[src/rtl/pol_pkg.sv]
// Shared widths and defaults for the pooling-core / GLB read interface.
package pol_pkg;

  // Default configuration of the read-interface controller.
  localparam int DEF_NUM_PORT  = 6;
  localparam int DEF_IDX_WIDTH = 10;
  localparam int DEF_ACT_WIDTH = 8;
  localparam int DEF_COMP_CORE = 64;
  localparam int DEF_CMD_DEPTH = 4;
  localparam int DEF_OUT_DEPTH = 4;
  localparam int DEF_MAX_OUT   = 4;

  // Width of a port index; never below one bit.
  function automatic int idx_w(input int n);
    return (n > 1) ? $clog2(n) : 1;
  endfunction

  // Width of a counter that must be able to hold the value n itself.
  function automatic int cnt_w(input int n);
    return $clog2(n) + 1;
  endfunction

  // Derived widths for the default configuration.
  localparam int PW    = idx_w(DEF_NUM_PORT);
  localparam int TAG_W = cnt_w(DEF_MAX_OUT);
  localparam int OFM_W = DEF_ACT_WIDTH * DEF_COMP_CORE;

endpackage

[src/rtl/FIFO_FWFT.sv]
// First-word-fall-through FIFO: the head entry is visible on dout_o while
// empty_o is low. Pushes while full and pops while empty are ignored, and
// clr_i wins over any push or pop in the same cycle. DEPTH is a power of 2.
module FIFO_FWFT #(
  parameter int WIDTH = 8,
  parameter int DEPTH = 4
) (
  input  logic             clk,
  input  logic             rst_n,
  input  logic             clr_i,
  input  logic             push_i,
  input  logic [WIDTH-1:0] din_i,
  input  logic             pop_i,
  output logic [WIDTH-1:0] dout_o,
  output logic             full_o,
  output logic             empty_o
);

  localparam int AW = (DEPTH > 1) ? $clog2(DEPTH) : 1;

  logic [WIDTH-1:0] mem_q [DEPTH];
  logic [AW-1:0]    wr_ptr_q;
  logic [AW-1:0]    rd_ptr_q;
  logic [AW:0]      cnt_q;
  logic             do_push;
  logic             do_pop;

  assign full_o  = (cnt_q == (AW+1)'(DEPTH));
  assign empty_o = (cnt_q == '0);
  assign do_push = push_i && !full_o;
  assign do_pop  = pop_i && !empty_o;
  assign dout_o  = mem_q[rd_ptr_q];

  // Storage array: written on an accepted push, no reset needed.
  always_ff @(posedge clk) begin
    if (do_push && !clr_i) begin
      mem_q[wr_ptr_q] <= din_i;
    end
  end

  // Pointers and occupancy; pointer wrap relies on the power-of-2 depth.
  always_ff @(posedge clk or negedge rst_n) begin
    if (!rst_n) begin
      wr_ptr_q <= '0;
      rd_ptr_q <= '0;
      cnt_q    <= '0;
    end else if (clr_i) begin
      wr_ptr_q <= '0;
      rd_ptr_q <= '0;
      cnt_q    <= '0;
    end else begin
      if (do_push) wr_ptr_q <= wr_ptr_q + 1'b1;
      if (do_pop)  rd_ptr_q <= rd_ptr_q + 1'b1;
      if (do_push && !do_pop)      cnt_q <= cnt_q + 1'b1;
      else if (!do_push && do_pop) cnt_q <= cnt_q - 1'b1;
    end
  end

endmodule

[src/rtl/rr_arb.sv]
// Round-robin arbiter: grants the first requester at or after ptr_i,
// searching upward and wrapping from N-1 back to 0.
module rr_arb #(
  parameter int N  = 6,
  parameter int PW = 3
) (
  input  logic [N-1:0]  req_i,
  input  logic [PW-1:0] ptr_i,
  output logic [N-1:0]  gnt_o,
  output logic [PW-1:0] gnt_idx_o
);

  logic [PW:0] cand;
  logic        found;

  // Walk the ports starting at the pointer; first hit wins.
  always_comb begin
    gnt_o     = '0;
    gnt_idx_o = '0;
    found     = 1'b0;
    cand      = '0;
    for (int i = 0; i < N; i++) begin
      cand = {1'b0, ptr_i} + (PW+1)'(i);
      if (cand >= (PW+1)'(N)) cand = cand - (PW+1)'(N);
      if (!found && req_i[cand[PW-1:0]]) begin
        found                  = 1'b1;
        gnt_o[cand[PW-1:0]]    = 1'b1;
        gnt_idx_o              = cand[PW-1:0];
      end
    end
  end

endmodule

[src/rtl/pol_mic_rr.sv]
// Read-interface controller between the pooling cores and the GLB.
// Requests are merged round-robin into a command FIFO, issued to the GLB
// with a bounded number of outstanding reads, and every returned word is
// tagged in request order with its requesting core before delivery.
module pol_mic_rr
  import pol_pkg::*;
#(
  parameter int NUM_PORT  = DEF_NUM_PORT,
  parameter int IDX_WIDTH = DEF_IDX_WIDTH,
  parameter int ACT_WIDTH = DEF_ACT_WIDTH,
  parameter int COMP_CORE = DEF_COMP_CORE,
  parameter int CMD_DEPTH = DEF_CMD_DEPTH,
  parameter int OUT_DEPTH = DEF_OUT_DEPTH,
  parameter int MAX_OUT   = DEF_MAX_OUT
) (
  input  logic                            clk,
  input  logic                            rst_n,
  input  logic                            clr,
  input  logic [NUM_PORT-1:0]             POLMIC_AddrVld,
  input  logic [NUM_PORT*IDX_WIDTH-1:0]   POLMIC_Addr,
  output logic [NUM_PORT-1:0]             MICPOL_AddrRdy,
  output logic                            MICGLB_AddrVld,
  output logic [IDX_WIDTH-1:0]            MICGLB_Addr,
  input  logic                            GLBMIC_AddrRdy,
  input  logic [ACT_WIDTH*COMP_CORE-1:0]  GLBMIC_Ofm,
  input  logic                            GLBMIC_OfmVld,
  output logic                            MICGLB_OfmRdy,
  output logic [ACT_WIDTH*COMP_CORE-1:0]  MICPOL_Ofm,
  output logic [NUM_PORT-1:0]             MICPOL_OfmVld,
  input  logic [NUM_PORT-1:0]             POLMIC_OfmRdy,
  output logic                            MIC_Err
);

  localparam int PORT_W = idx_w(NUM_PORT);
  localparam int CNT_W  = cnt_w(MAX_OUT);
  localparam int WORD_W = ACT_WIDTH * COMP_CORE;

  logic [PORT_W-1:0] rr_ptr_q, rr_ptr_d;
  logic [CNT_W-1:0]  inflight_q, inflight_d;
  logic              err_q, err_d;

  logic [NUM_PORT-1:0] gnt;
  logic [PORT_W-1:0]   gnt_idx;
  logic                req_acc;

  logic [PORT_W+IDX_WIDTH-1:0] cmd_din, cmd_dout;
  logic                        cmd_full, cmd_empty;
  logic [PORT_W-1:0]           cmd_port;

  logic [PORT_W-1:0] tag_head;
  logic              tag_full, tag_empty, tag_pop;

  logic [PORT_W+WORD_W-1:0] out_dout;
  logic                     out_full, out_empty, out_pop;
  logic [PORT_W-1:0]        out_port;

  logic addr_hs, data_hs, stray;

  rr_arb #(.N(NUM_PORT), .PW(PORT_W)) u_arb (
    .req_i     (POLMIC_AddrVld),
    .ptr_i     (rr_ptr_q),
    .gnt_o     (gnt),
    .gnt_idx_o (gnt_idx)
  );

  // Request side: a grant is only offered while the command FIFO has room.
  assign MICPOL_AddrRdy = gnt & {NUM_PORT{!cmd_full}};
  assign req_acc        = |MICPOL_AddrRdy;
  assign cmd_din        = {gnt_idx, POLMIC_Addr[gnt_idx*IDX_WIDTH +: IDX_WIDTH]};
  assign cmd_port       = cmd_dout[IDX_WIDTH +: PORT_W];

  FIFO_FWFT #(.WIDTH(PORT_W+IDX_WIDTH), .DEPTH(CMD_DEPTH)) u_cmd (
    .clk(clk), .rst_n(rst_n), .clr_i(clr),
    .push_i(req_acc), .din_i(cmd_din), .pop_i(addr_hs),
    .dout_o(cmd_dout), .full_o(cmd_full), .empty_o(cmd_empty)
  );

  // Issue side: the tag FIFO tracks inflight exactly, so its full flag is
  // simply a second guard on the outstanding-read bound.
  assign MICGLB_AddrVld = !cmd_empty && (inflight_q < CNT_W'(MAX_OUT)) && !tag_full;
  assign MICGLB_Addr    = cmd_dout[IDX_WIDTH-1:0];
  assign addr_hs        = MICGLB_AddrVld && GLBMIC_AddrRdy;

  FIFO_FWFT #(.WIDTH(PORT_W), .DEPTH(MAX_OUT)) u_tag (
    .clk(clk), .rst_n(rst_n), .clr_i(clr),
    .push_i(addr_hs), .din_i(cmd_port), .pop_i(tag_pop),
    .dout_o(tag_head), .full_o(tag_full), .empty_o(tag_empty)
  );

  // Return side: data with no outstanding read is dropped and flagged.
  assign MICGLB_OfmRdy = !out_full;
  assign data_hs       = GLBMIC_OfmVld && MICGLB_OfmRdy;
  assign tag_pop       = data_hs && (inflight_q != '0) && !tag_empty;
  assign stray         = data_hs && !tag_pop;

  FIFO_FWFT #(.WIDTH(PORT_W+WORD_W), .DEPTH(OUT_DEPTH)) u_out (
    .clk(clk), .rst_n(rst_n), .clr_i(clr),
    .push_i(tag_pop), .din_i({tag_head, GLBMIC_Ofm}), .pop_i(out_pop),
    .dout_o(out_dout), .full_o(out_full), .empty_o(out_empty)
  );

  // Delivery: shared data bus, one-hot valid steered by the head tag.
  assign out_port      = out_dout[WORD_W +: PORT_W];
  assign MICPOL_Ofm    = out_dout[WORD_W-1:0];
  assign MICPOL_OfmVld = out_empty ? '0 : (NUM_PORT'(1) << out_port);
  assign out_pop       = !out_empty && POLMIC_OfmRdy[out_port];
  assign MIC_Err       = err_q;

  // Next-state for pointer, outstanding count and sticky error; clr wins.
  always_comb begin
    rr_ptr_d   = rr_ptr_q;
    inflight_d = inflight_q;
    err_d      = err_q | stray;
    if (req_acc) begin
      rr_ptr_d = (gnt_idx == PORT_W'(NUM_PORT-1)) ? '0 : gnt_idx + 1'b1;
    end
    if (addr_hs && !tag_pop)      inflight_d = inflight_q + 1'b1;
    else if (!addr_hs && tag_pop) inflight_d = inflight_q - 1'b1;
    if (clr) begin
      rr_ptr_d   = '0;
      inflight_d = '0;
      err_d      = 1'b0;
    end
  end

  // State registers with asynchronous active-low reset.
  always_ff @(posedge clk or negedge rst_n) begin
    if (!rst_n) begin
      rr_ptr_q   <= '0;
      inflight_q <= '0;
      err_q      <= 1'b0;
    end else begin
      rr_ptr_q   <= rr_ptr_d;
      inflight_q <= inflight_d;
      err_q      <= err_d;
    end
  end

endmodule

[config.mk]
export PLATFORM = sky130hd
export DESIGN_NAME = pol_mic_rr
export DESIGN_NICKNAME = d
export VERILOG_FILES = /design/src/rtl/pol_pkg.sv /design/src/rtl/FIFO_FWFT.sv /design/src/rtl/rr_arb.sv /design/src/rtl/pol_mic_rr.sv
export SDC_FILE = /design/constraint.sdc
export NUM_CORES = 2
export LEC_CHECK = 0
export ABC_AREA = 1
export CAP_MARGIN = 20
export CORE_UTILIZATION = 25
export CTS_BUF_LIST = sky130_fd_sc_hd__clkbuf_8
export DETAILED_ROUTE_END_ITERATION = 12
export GPL_ROUTABILITY_DRIVEN = 0
export PLACE_DENSITY_LB_ADDON = 0.1
export REMOVE_ABC_BUFFERS = 1
export SLEW_MARGIN = 20
export SYNTH_ARGS = -nofsm -noshare
export SYNTH_HDL_FRONTEND = slang
export SYNTH_SLANG_ARGS = --single-unit
export TNS_END_PERCENT = 5
[constraint.sdc]
create_clock -name clk -period 30.2 [get_ports clk]
set_input_delay 6.04 -clock clk [delete_from_list [all_inputs] [get_ports clk]]
set_output_delay 6.04 -clock clk [all_outputs]
set_load 0.01 [all_outputs]
=== Word-level counts from Yosys, hierarchy flattened ===
Memory sizes are Yosys's and may differ from the RTL's.
Cells that the tools add are included.

* Register bits after elaboration: 28
* Memory bits (writable): 2124
* Logic and storage cells: 231
* Memories kept: 3

* Add/subtract/negate cells: 26
* $mul: 1
* $lt $le $gt $ge: 20
* Eq/ne operators: 4
* Shifts and indexed selects: 2
* Multiplexer cells: 84
* Bitwise logic cells: 7
* Reduce and logical (&&, ||, !) cells: 72

{| class="wikitable"
|+ Memory list
! name !! words !! width !! read ports !! clocked after Yosys merged registers in !! wr ports !! line !! text
|-
| u_out.mem_q || 4 || 515 || 1 || 0 || 1 || FIFO_FWFT.sv:21 || <nowiki>logic [WIDTH-1:0] mem_q [DEPTH];</nowiki>
|-
| u_cmd.mem_q || 4 || 13 || 1 || 0 || 1 || FIFO_FWFT.sv:21 ||
|-
| u_tag.mem_q || 4 || 3 || 1 || 0 || 1 || FIFO_FWFT.sv:21 ||
|}

{| class="wikitable"
|+ Operator list
! cell !! count
|-
| 3-bit 2-to-1 mux || 27
|-
| 60-bit by 8-bit indexed part select with 10-bit output || 1
|-
| 6-bit 2-to-1 mux || 7
|-
| 1-bit logical AND || 36
|-
| 6-bit OR || 5
|-
| 3-bit by 4-bit less-than comparator with 1-bit output (second input constant) || 7
|-
| 1-bit 2-to-1 mux || 25
|-
| 2-bit 2-to-1 mux || 12
|-
| 1-bit binary-select mux with 3-bit select || 7
|-
| 4-bit by 3-bit greater-or-equal comparator with 1-bit output (second input constant) || 5
|-
| 1-bit logical NOT || 20
|-
| 1-bit demux with 3-bit select || 6
|-
| 3-bit by 1-bit greater-or-equal comparator with 1-bit output (second input constant) || 6
|-
| 3-bit subtractor (second input constant) || 6
|-
| 3-bit by 1-bit adder with 3-bit output (second input constant) || 5
|-
| 3-bit nonzero test || 5
|-
| 2-bit nonzero test || 7
|-
| 2-bit by 1-bit adder with 2-bit output (second input constant) || 6
|-
| 3-bit == test (second input constant) || 4
|-
| 3-bit by 1-bit subtractor with 3-bit output (second input constant) || 4
|-
| 3-bit logical NOT || 3
|-
| 3-bit by 2-bit adder with 4-bit output (second input constant) || 2
|-
| 3-bit by 3-bit adder with 4-bit output (second input constant) || 2
|-
| 6-bit bitwise AND || 1
|-
| other kinds (7) || 7
|}

=== Logic depth before layout (Yosys ltp) ===
* Depth in word-level cells: 28
* Mapped depth: 29

=== Modules after synthesis ===
Synthesis repeated with hierarchy kept, for this count alone.

* Cell total of the unflattened synthesis: 5737
* Area total of the unflattened synthesis: 82017.4 um^2

{| class="wikitable"
|+ Modules (own cells, without submodules)
! module !! times used !! cells each !! area each (um^2)
|-
| FIFO_FWFT at u_out || 1 || 5048 || 76439.6
|-
| FIFO_FWFT at u_cmd || 1 || 194 || 2446.1
|-
| rr_arb || 1 || 210 || 1089.8
|-
| pol_mic_rr || 1 || 186 || 1074.8
|-
| FIFO_FWFT at u_tag || 1 || 99 || 967.2
|}

=== Worst setup path before layout ===
No wires, ideal clock.

* Path type: input to register
* Start point: input GLBMIC_OfmVld
* End point: memory u_out.mem_q[0][0] in the netlist's numbering, enable pin
* Library setup time: 1.407 ns
* Arrival: 27.874 ns
* Path slack: 0.919 ns
* Stages on the path: 4
* Cells stage by stage: nand4_1 > inv_1 > nand2_1 > nor2_1

* Longest elaborated chain between the ends: 7

{| class="wikitable"
|+ RTL lines
! item !! line !! text
|-
| start: declaration || pol_mic_rr.sv:26 || <nowiki>input logic GLBMIC_OfmVld,</nowiki>
|-
| 1-bit logical AND || pol_mic_rr.sv:92 || <nowiki>assign data_hs = GLBMIC_OfmVld && MICGLB_OfmRdy;</nowiki>
|-
| 1-bit logical AND (2 in series) || pol_mic_rr.sv:93 || <nowiki>assign tag_pop = data_hs && (inflight_q != '0) && !tag_empty;</nowiki>
|-
| 1-bit logical AND || FIFO_FWFT.sv:30 || <nowiki>assign do_push = push_i && !full_o;</nowiki>
|-
| 1-bit logical AND || FIFO_FWFT.sv:36 || <nowiki>if (do_push && !clr_i) begin</nowiki>
|-
| 1-bit 2-to-1 mux || FIFO_FWFT.sv:36 ||
|-
| 1-bit 2-to-1 mux (implied by the code) || FIFO_FWFT.sv:37 || <nowiki>mem_q[wr_ptr_q] <= din_i;</nowiki>
|-
| end: declaration || FIFO_FWFT.sv:21 ||
|}

No other way between the ends.

=== Worst setup path in the final report ===
* Start point: input POLMIC_AddrVld[1]
* End point: output MICPOL_AddrRdy[4]

* Longest elaborated chain between the ends: 19
* Elaborated cells between the ends (all ways): 39

{| class="wikitable"
|+ RTL lines
! item !! line !! text
|-
| start: declaration || pol_mic_rr.sv:19 || <nowiki>input logic [NUM_PORT-1:0] POLMIC_AddrVld,</nowiki>
|-
| 1-bit binary-select mux with 3-bit select || rr_arb.sv:25 || <nowiki>if (!found && req_i[cand[PW-1:0]]) begin</nowiki>
|-
| 1-bit 2-to-1 mux (implied by the code) || rr_arb.sv:25 ||
|-
| 1-bit 2-to-1 mux || rr_arb.sv:25 ||
|-
| 1-bit logical NOT || rr_arb.sv:25 ||
|-
| 1-bit logical AND || rr_arb.sv:25 ||
|-
| 1-bit 2-to-1 mux || rr_arb.sv:25 ||
|-
| 1-bit logical NOT || rr_arb.sv:25 ||
|-
| 1-bit logical AND || rr_arb.sv:25 ||
|-
| (+3 left out) || - ||
|-
| 1-bit 2-to-1 mux || rr_arb.sv:25 ||
|-
| 1-bit logical NOT || rr_arb.sv:25 ||
|-
| 1-bit logical AND || rr_arb.sv:25 ||
|-
| 1-bit 2-to-1 mux || rr_arb.sv:25 ||
|-
| 1-bit logical NOT || rr_arb.sv:25 ||
|-
| 1-bit logical AND || rr_arb.sv:25 ||
|-
| 6-bit 2-to-1 mux * || rr_arb.sv:25 ||
|-
| 6-bit bitwise AND * || pol_mic_rr.sv:67 || <nowiki>assign MICPOL_AddrRdy = gnt & {NUM_PORT{!cmd_full}};</nowiki>
|-
| end: declaration || pol_mic_rr.sv:21 || <nowiki>output logic [NUM_PORT-1:0] MICPOL_AddrRdy,</nowiki>
|}

Mark *: on every way between the ends. The rest lies on a longest branch, timed or not. The select of a mux whose other input is x is not followed.

==> metrics.md <==
| Metric | Value |
|---|---|
| CTS max path bufs | `4` |
| Avg WL per Cell | `~23 um` |
| Setup Buffers After CTS | `0` |
| Final TNS setup | `0 ps` |
| Netlist cell types | `40` |
| Post-synth ARST share | `between 1 and 1.5%` |
| Syn avg cell area | `14.21 sq um` |
| Post-route antenna net violation count | `0` |
| Number of global-route vias before repair | `around 51000` |
| Die width | `~570 um` |
| Req. time, crit path | `about 24000 ps` |
| Post-Syn Area | `0.08120 sq mm` |
| R2R Setup Slk | `roughly 24000 ps` |
| Rows | `approximately 210` |
| Register bit total from synthesis | `approximately 2200` |
| Htree depth | `5` |
| Vias | `a little over 50000` |
| Core footprint | `between 0.3 and 0.4 sq mm` |
| Final count of negative-setup-slack endpoints | `0` |
| Post-synthesis compound-gate area fraction | `around 11%` |
| Residual DRC count | `0` |
| Final Hold Vio Count | `0` |
| Layout net count | `roughly 7600` |
| CTS Sinks | `roughly 2200` |
| Synth Area in XOR/XNOR | `less than 1%` |
| Status | `finished, final reports clean` |
| Gr ovfl total | `0` |
| Vias per inst | `approximately 4.5` |
| Slew Viols, Final | `0` |
| CP startpoint kind | `primary input` |
| Top FF cell, synth | `edfxtp_1` |
| Mapped Cells | `approximately 5700` |
| CP startpoint | `POLMIC_AddrVld[1]` |
| Largest net degree at the start of global routing | `between 150 and 200` |
| First-pass GRT wire length | `~380 mm` |
| Clk_lat worst skew | `1050 ps` |
| Multi-input combinational cell area | `~0.015 sq mm` |
| Worst slew pin tran | `1225 ps` |
| Initial DRC count | `3428` |
| Slew HR | `18.31%` |
| Cts bufs inserted | `between 300 and 400` |
| Number of port buffers | `1125` |
| Die ar. | `0.3271 sq mm` |
| RSZ-0062 raised after global routing | `false` |
| Sequential share of the synthesized area | `approximately 80%` |
| Clock Skew | `93.64 ps` |
| Leak pwr | `~34 nW` |
| Pwr Density | `~89 mW/mm^2` |
| Total Routing Usage GR | `between 10% and 20%` |
| Total wire length | `269.6 mm` |
| Critical R2R Launch | `u_out.cnt_q[0]` |
| Setup crit end | `MICPOL_AddrRdy[4]` |
| Die H | `around 570 um` |
| Post-place setup slack | `roughly 16000 ps` |
| Starting density of the core | `25.20%` |
| Post-synthesis adder-cell area fraction | `0.4222%` |
| Share of layout cells above drive strength 1 | `under 10%` |
| Worst Path Arrival | `about 8500 ps` |
| Post-CTS sizing | `0` |
| Worst r2r path cells | `12` |
| Yosys warns | `0` |
| CTS root buf | `clkbuf_8` |
| Hold Path Class | `reg -> reg` |
| Post-CTS Hold Buffers | `0` |
| CTS clock-pin slew for the worst setup and hold paths | `roughly 50 ps` |
| Register Area | `0.06449 sq mm` |
| WS Path Type | `in -> out` |
| Worst flop-to-flop path endpoint | `u_out.mem_q[0][329]` |
| Initial antenna violation count | `133` |
| I/O pin cnt | `between 1000 and 1500` |
| Mux share of post-synthesis cell area | `0.01695%` |
| P&R area growth vs syn | `28.35%` |
| Peak VDD IR | `between 0.07 and 0.08 mV` |
| Hold Slack | `500.4 ps` |
| CP Max Fanout | `4` |
| Tcrit/Tclk final | `48.07%` |
| Largest family of logic cells by synthesized area | `compound AO/OA/AOI/OAI gates` |
| Fmax | `roughly 0.07 GHz` |
| Setup crit end kind | `output port` |
| MaxCap Viol Count | `0` |
| Min cycle time layout | `around 15000 ps` |
| Fill cell count | `32120` |
| Drt pass-1 iters | `5` |
| Final setup margin | `roughly 16000 ps` |
| EDFF count, synth | `around 2100` |
| CTS tree | `done` |
| Post-Synth Simple-Gate Area | `just under 7%` |
| DP HPWL | `roughly 160 mm` |
## kinds of logic (layout without fill, tap and decap cells)
family | count (synthesis) | count (layout)
AOI/OAI and AO/OA | 1659 | 1659
DFF | 2152 | 2152
and+or+nand+nor | 1405 | 1405
adders and majority gates | 25 | 25
buffers and inverters | 466 | 1986
xor gates and xnor gates | 6 | 6
other | 0 | 45
muxes | 1 | 1
## Yosys cell counts, types with 5 or more instances
| cell | instances | area, sq um |
|---|---|---|
| o21ai_0 | 1087 | 5440 |
| nand2_4 | 5 | 56.30 |
| buf_4 | 13 | 97.59 |
| nor3_1 | 8 | 40.04 |
| inv_1 | 85 | 319.1 |
| buf_1 | 8 | 30.03 |
| nor2_2 | 6 | 37.54 |
| nand3_1 | 70 | 350.3 |
| a21oi_1 | 25 | 125.1 |
| nor2_1 | 1107 | 4155 |
| buf_2 | 8 | 40.04 |
| dfrtp_1 | 28 | 700.7 |
| nand2_1 | 195 | 732.0 |
| edfxtp_1 | 2124 | 63780 |
| ha_1 | 21 | 262.8 |
| o22ai_1 | 534 | 3341 |
| inv_2 | 7 | 26.28 |
| clkbuf_1 | 343 | 1287 |
## critical path, cell delays in order
cell and delay [ps]:
clkdlybuf4s50_1 430, inv_1 80, nand2_1 50, nand2_1 130, nand3_1 90, nand2_1 80
nand2_1 50, o21ai_1 210, nand3_1 180, nor2_4 170, nand2_1 110, nand3_1 100
nand3_1 130, inv_2 100, clkdlybuf4s50_1 530
## worst min path at each step
| stage | slack [ps] | endpoint | depth (start not counted) | startpoint |
|---|---|---|---|---|
| global placement | 490 | MIC_Err | 2 | MIC_Err |
| detailed placement | 490 | MIC_Err | 2 | MIC_Err |
| finish | 500 | MIC_Err | 2 | MIC_Err |
| global route | 560 | MIC_Err | 2 | MIC_Err |
| CTS | 500 | MIC_Err | 2 | MIC_Err |
| floorplan | 480 | u_tag.rd_ptr_q[1] | 1 | u_tag.rd_ptr_q[1] |
## power by group
group | leakage [nW] | internal (mW) | switching (mW) | total (mW)
clock | 4.04 | 1.26 | 1.25 | 2.52
combinational | 10.6 | 1.20 | 2.03 | 3.23
sequential | 19.5 | 3.46 | 0.0516 | 3.51
total | 34.2 | 5.92 | 3.33 | 9.25
## registers in the layout, summed over array words and instances, names as in the netlist, 3 cells and up
register,cells
inflight_q,3
rr_ptr_q,3
u_cmd.cnt_q,3
u_cmd.mem_q,52
u_out.cnt_q,3
u_out.mem_q,2060
u_tag.cnt_q,3
u_tag.mem_q,12
## area by class of cell
type,count,share of cell area (%)
flip-flops and latches,2152,61.88
inverters,92,0.3457
diodes,45,0.1080
clock inverters,294,1.481
clock buffers,393,5.190
repair buffers,1207,11.50
multi-input cells,3096,14.33
well taps,4305,5.168
## through the flow
stage               util, %  power, mW  std cells  instance area, sq um
floorplan                 -      5.168       5340                 79720
detailed placement    30.16      6.865      10850                 97160
CTS                   32.31      9.446      11540                104100
global route          32.33      9.763      11560                104200
global placement      30.16      6.878      10850                 97160
finish                32.35      9.254      11580                104200
## layout by cell type, fill, tap and decap left out, drive strengths merged, types with 2 or more instances in the layout
master	n
a21oi	27
a31oi	2
a32oi	2
buf	82
bufinv	5
clkbuf	393
clkdlybuf4s50	1125
clkinv	131
clkinvlp	4
dfrtp	28
diode	45
edfxtp	2124
fa	4
ha	21
inv	246
nand2	204
nand3	71
nand4	4
nor2	1115
nor3	8
o21ai	1090
o22ai	534
xnor2	3
xor2	3
## metal layers
metal | track usage (%) | up-vias | routed length [um]
li1 | - | 23990 | -
met1 | 18.88 | 25390 | 109500
met2 | 24.99 | 1532 | 124300
met3 | 6.665 | 572 | 26710
met4 | 5.688 | 104 | 8452
met5 | 0 | - | 649
No activity file was read; power rests on OpenSTA's default activity.
